**src/rtl/mem_access_stage.sv**
```systemverilog
// mem_access_stage: RV32I load/store stage with a req/ack data-memory port; non-memory results pass through.
module mem_access_stage #(
  parameter int DMEM_TIMEOUT = 255,
  parameter int TMO_W = 8
) (
  input  logic        clk_i,
  input  logic        reset_i,
  input  logic        ex_valid_i,
  output logic        ex_ready_o,
  input  logic [31:0] alu_result_i,
  input  logic [31:0] rs2_data_i,
  input  logic [2:0]  funct3_i,
  input  logic        mem_read_i,
  input  logic        mem_write_i,
  input  logic [4:0]  rd_addr_i,
  input  logic        reg_write_i,
  output logic        dmem_req_o,
  output logic        dmem_we_o,
  output logic [31:0] dmem_addr_o,
  output logic [3:0]  dmem_be_o,
  output logic [31:0] dmem_wdata_o,
  input  logic        dmem_ack_i,
  input  logic [31:0] dmem_rdata_i,
  output logic        wb_valid_o,
  output logic        wb_reg_write_o,
  output logic [4:0]  wb_rd_addr_o,
  output logic [31:0] wb_data_o,
  output logic        exc_misalign_o,
  output logic        exc_buserr_o
);
  typedef enum logic [1:0] {IDLE, REQ, RESP} state_t;
  state_t state, state_n;
  logic [31:0] addr_q, wdata_q, wdata_n, lane, ld_data;
  logic [3:0] be_q, be_n;
  logic [2:0] f3_q;
  logic [4:0] rd_q;
  logic we_q, rw_q, accept, is_mem, misal, timeout;
  logic [TMO_W-1:0] cnt;
  always_comb begin
    accept = state == IDLE && ex_valid_i;
    is_mem = mem_read_i | mem_write_i;
    misal = funct3_i[1] ? |alu_result_i[1:0] : funct3_i[0] & alu_result_i[0];
    be_n = funct3_i[1] ? 4'b1111 : (funct3_i[0] ? 4'b0011 : 4'b0001) << alu_result_i[1:0];
    wdata_n = funct3_i[1] ? rs2_data_i : funct3_i[0] ? {2{rs2_data_i[15:0]}} : {4{rs2_data_i[7:0]}};
    lane = dmem_rdata_i >> {addr_q[1:0], 3'b000};
    ld_data = f3_q[1] ? dmem_rdata_i :
              f3_q[0] ? {{16{~f3_q[2] & lane[15]}}, lane[15:0]} : {{24{~f3_q[2] & lane[7]}}, lane[7:0]};
    timeout = state == REQ && !dmem_ack_i && cnt == TMO_W'(DMEM_TIMEOUT - 1);
    state_n = state == IDLE ? (accept && is_mem && !misal ? REQ : IDLE) :
              state == REQ  ? (dmem_ack_i ? RESP : timeout ? IDLE : REQ) : IDLE;
  end
  assign ex_ready_o = state == IDLE;
  assign dmem_req_o = state == REQ;
  assign dmem_we_o = dmem_req_o & we_q;
  assign dmem_be_o = dmem_req_o ? be_q : 4'b0000;
  assign dmem_addr_o = {addr_q[31:2], 2'b00};
  assign dmem_wdata_o = wdata_q;
  always_ff @(posedge clk_i) begin
    if (reset_i) begin
      state <= IDLE;
      addr_q <= '0;
      wdata_q <= '0;
      be_q <= '0;
      f3_q <= '0;
      rd_q <= '0;
      we_q <= 1'b0;
      rw_q <= 1'b0;
      cnt <= '0;
      wb_valid_o <= 1'b0;
      wb_reg_write_o <= 1'b0;
      wb_rd_addr_o <= '0;
      wb_data_o <= '0;
      exc_misalign_o <= 1'b0;
      exc_buserr_o <= 1'b0;
    end else begin
      state <= state_n;
      wb_valid_o <= 1'b0;
      exc_misalign_o <= 1'b0;
      exc_buserr_o <= 1'b0;
      if (accept) begin
        wb_valid_o <= !is_mem || misal;
        wb_reg_write_o <= !is_mem && reg_write_i && |rd_addr_i;
        wb_rd_addr_o <= rd_addr_i;
        wb_data_o <= alu_result_i;
        exc_misalign_o <= is_mem && misal;
        if (is_mem && !misal) begin
          addr_q <= alu_result_i;
          wdata_q <= wdata_n;
          be_q <= be_n;
          f3_q <= funct3_i;
          rd_q <= rd_addr_i;
          we_q <= mem_write_i;
          rw_q <= reg_write_i && |rd_addr_i;
          cnt <= '0;
        end
      end
      if (state == REQ) begin
        cnt <= cnt + 1'b1;
        if (dmem_ack_i || timeout) begin
          wb_valid_o <= 1'b1;
          wb_reg_write_o <= dmem_ack_i && !we_q && rw_q;
          wb_rd_addr_o <= rd_q;
          wb_data_o <= dmem_ack_i && !we_q ? ld_data : 32'b0;
          exc_buserr_o <= !dmem_ack_i;
        end
      end
    end
  end
endmodule

```
**config.mk**
```make
export PLATFORM = sky130hd
export DESIGN_NAME = mem_access_stage
export DESIGN_NICKNAME = d
export VERILOG_FILES = /design/src/rtl/mem_access_stage.sv
export SDC_FILE = /design/constraint.sdc
export NUM_CORES = 1
export LEC_CHECK = 0
export CORE_UTILIZATION = 41
export CTS_BUF_LIST = sky130_fd_sc_hd__clkbuf_16
export CTS_CLUSTER_SIZE = 16
export DETAILED_ROUTE_END_ITERATION = 16
export PLACE_DENSITY = 0.83
export REMOVE_ABC_BUFFERS = 1
export SYNTH_ARGS = -nofsm -noshare
export SYNTH_HDL_FRONTEND = slang
export SYNTH_SLANG_ARGS = --single-unit
```
**constraint.sdc**
```tcl
create_clock -name clk_i -period 1.6 [get_ports clk_i]
set_input_delay 0.4 -clock clk_i [delete_from_list [all_inputs] [get_ports clk_i]]
set_output_delay 0.4 -clock clk_i [all_outputs]
set_load 0.005 [all_outputs]
```
==> insert_results.sql <==
INSERT INTO impl_metrics (metric_group, metric, value, unit) VALUES
('worst_hold_path', 'worstHoldPathCells', '2', ''),
('status', 'failed_checks', 'setup timing', ''),
('place', 'buffer_ports.inserted', '220', ''),
('status', 'run_status', 'finished with violations', ''),
('sta', 'setup_ws', '-0.213', 'ns'),
('yosys', 'yosys.cell_types.count', '54', ''),
('worst_setup_path', 'critPathLaunchType', 'flip-flop', ''),
('yosys', 'synth-warning-count', '0', ''),
('die', 'rows', '44', ''),
('sta', 'timing.final.hold_violations', '0', ''),
('drt', 'drt_iter0_markers', '407', ''),
('yosys', 'compound_gate_fraction_of_synth_area', '23.2', '%'),
('worst_setup_path', 'r2r_setup_slk', '-0.18', 'ns'),
('drt', 'dr.pass1.iters', '5', ''),
('place', 'place.detailed.hpwl', '13700', 'um'),
('sta', 'timing_max_transition_violations_final', '0', ''),
('yosys', 'synth_sequential_area_ratio', '42.3', '%'),
('yosys', 'synth_area_leaders', 'dfxtp_1, mux2i_1, nand2_1', ''),
('sta', 'worst_hold_slack', '0.228', 'ns'),
('worst_setup_path', 'crit_end_category', 'output pin', ''),
('power_and_ir_drop', 'seqPwrFrac', '37.7', '%'),
('die', 'design.die.area', '0.0154', 'sq mm'),
('global_route', 'number_of_antenna_violations_at_the_first_check_in_global_routing', '0', ''),
('cts', 'cts.sinks', '129', ''),
('yosys', 'yosysTopAreaCell', 'dfxtp_1', ''),
('worst_setup_path', 'critical_path_arrival', '1.41', 'ns'),
('cts', 'tritoncts_clock_tree', 'done', ''),
('die', 'die-width', '124', 'um'),
('yosys', 'post_synth_and_or_nand_nor_area_fraction', '17.1', '%'),
('place', 'place_congestion', '0.829', ''),
('yosys', 'ys_top_cells_by_count', 'dfxtp_1, nand2_1, nor2_1', ''),
('power_and_ir_drop', 'sw_frac_of_total', '26.8', '%'),
('worst_setup_path', 'cp.required', '1.20', 'ns'),
('job', 'max-cap-violations', '0', ''),
('yosys', 'dominant_combinational_cell_family_by_area_after_synthesis', 'compound AO/OA/AOI/OAI gates', ''),
('drt', 'number_of_remaining_drc_errors', '0', ''),
('cts', 'cts_max_path_buffers', '2', ''),
('yosys', 'synthDominantCellAreaShare', '42.3', '%'),
('power_and_ir_drop', 'max-vdd-ir-drop', '0.768', 'mV'),
('worst_setup_path', 'setup.worst_path.class', 'flip-flop to output pin', ''),
('drt', 'wl', '22800', 'um'),
('sta', 'final-setup-viol-count', '113', ''),
('global_route', 'grt.overflow.total', '0', ''),
('power_and_ir_drop', 'cellPowerDensity', '921', 'mW/mm^2'),
('yosys', 'syn_area', '0.00611', 'sq mm'),
('yosys', 'fraction_of_synthesized_area_in_multiplexers', '8.21', '%'),
('layout', 'num-nets-final', '1061', ''),
('yosys', 'asyncSetResetFlopFracSynth', '0', '%'),
('layout', 'drive_above_1_share', '26.0', '%'),
('yosys', 'synth_most_common_cell', 'dfxtp_1', ''),
('yosys', 'syn_inst_count', '712', ''),
('drt', 'routedWlPerCell', '19.9', 'um'),
('yosys', 'synth_fa_ha_area_share', '0.410', '%'),
('sta', 'rsz0062_at_grt', 'yes', ''),
('worst_hold_path', 'timing.hold.worst.class', 'input port to flip-flop', ''),
('sta', 'setup-tns-final', '-10.32', 'ns'),
('layout', 'fillCellCount', '1086', ''),
('power_and_ir_drop', 'cellLeakagePower', '0.00424', 'uW'),
('sta', 'period_share', '113', '%'),
('drt', 'avgViaCountPerCell', '5.74', ''),
('drt', 'route.antenna.remaining_nets', '0', ''),
('power_and_ir_drop', 'switching_power', '2510', 'uW'),
('global_route', 'grt_max_degree', '52', ''),
('global_route', 'first_global_vias', '6193', ''),
('die', 'initial_core_util', '42.0', '%'),
('cts', 'cts_buffers', '17', ''),
('sta', 'final_clock_skew', '0.00968', 'ns'),
('global_route', 'global_route.usage.total', '27.3', '%'),
('power_and_ir_drop', 'power.internal', '6850', 'uW'),
('layout', 'total_inserted_antenna_cells', '0', ''),
('cts', 'insertion_delay', '0.43', 'ns');
-- power groups by stage --
stage / sequential [uW] / clock (uW) / combinational (uW)
2_1_floorplan: 3590 / 0 / 579
3_3_place_gp: 3570 / 0 / 1630
3_5_place_dp: 3580 / 0 / 1660
4_1_cts: 3510 / 3890 / 1720
5_1_grt: 3540 / 4040 / 2080
6_report: 3530 / 3870 / 1960
-- placed cells by master (no fill, tap or decap), drive strengths merged, types with 2 or more instances in the layout --
| cell type | count |
|---|---|
| nor2 | 59 |
| a31oi | 5 |
| clkbuf | 23 |
| bufinv | 3 |
| or3 | 2 |
| o211ai | 2 |
| nor2b | 9 |
| a211o | 8 |
| nand4 | 2 |
| o221ai | 17 |
| dlygate4sd2 | 104 |
| a21oi | 53 |
| clkinv | 7 |
| a311oi | 8 |
| mux2i | 43 |
| o22ai | 25 |
| mux2 | 6 |
| nand3 | 21 |
| nand3b | 2 |
| a2bb2oi | 6 |
| conb | 2 |
| a211oi | 8 |
| clkinvlp | 3 |
| o21bai | 2 |
| buf | 91 |
| nor3 | 14 |
| o21ai | 38 |
| and2 | 5 |
| nand2b | 22 |
| inv | 6 |
| nand2 | 79 |
| clkdlybuf4s50 | 108 |
| or3b | 3 |
| a32oi | 31 |
| and3 | 2 |
| ha | 2 |
| dfxtp | 129 |
-- kinds of logic after synthesis --
group | Yosys count
AOI/OAI and AO/OA | 206
adders and majority gates | 2
buffers and inverters | 100
DFF | 129
muxes | 49
other | 1
and+or+nand+nor | 225
-- state kept, by name, summed over array words and instances, names as in the netlist, 2 cells and up --
| signal | flops |
|---|---|
| state | 2 |
| dmem_wdata_o | 32 |
| wb_data_o | 32 |
| f3_q | 3 |
| addr_q | 32 |
| cnt | 8 |
| be_q | 4 |
| wb_rd_addr_o | 5 |
| rd_q | 5 |
-- area by class of cell --
type / count / area [sq um] / area share, %
sequential: 129 / 2610 / 25.7
multi-input combinational: 486 / 3540 / 34.9
clock inverter: 14 / 149 / 1.47
timing repair buffer: 309 / 3180 / 31.3
tap: 184 / 230 / 2.27
clock buffer: 17 / 425 / 4.19
inverter: 5 / 23.8 / 0.234
-- per-layer routing --
| metal | up-vias | global-route usage, % | routed length, um |
|---|---|---|---|
| met5 | - | 0 | 0 |
| met1 | 3162 | 32.2 | 9010 |
| met4 | 0 | 13.0 | 833 |
| met2 | 289 | 45.4 | 11200 |
| li1 | 3050 | - | - |
| met3 | 64 | 7.92 | 1770 |
-- through the flow --
step                      total power [uW]  area, sq um  worst slack, ns  utilization (%)
after floorplan                       4160         5590            -2.82                -
after global placement                5200         8640           -0.548             59.4
after detailed placement              5230         8640           -0.659             59.4
after CTS                             9120         9520           -0.122             65.5
after global routing                  9670        10200           -0.237             69.9
final                                 9360        10200           -0.213             69.9
-- path summary, 6_finish.rpt --
path | startpoint | to
max | state[0]$_SDFF_PP0_ | dmem_be_o[3]
min | reset_i | state[1]$_SDFF_PP0_
max reg2reg | state[0]$_SDFF_PP0_ | dmem_wdata_o[25]$_SDFFE_PP0P_
min reg2reg | dmem_wdata_o[1]$_SDFFE_PP0P_ | dmem_wdata_o[1]$_SDFFE_PP0P_
-- critical path, stage by stage (launching register included) --
cell and delay [ns]:
dfxtp_4 0.35, buf_12 0.12, nand2b_4 0.08, inv_6 0.05, buf_6 0.11, and2_4 0.15, buf_6 0.11
-- timing repair --
action                                  CTS  global route
gates cloned                              6             8
buffers inserted                         12             4
endpoints found under the setup margin  200           128
gates resized for setup                 192           120
pin swaps                                26            37
Note: power is estimated with default switching activity, not from simulation.
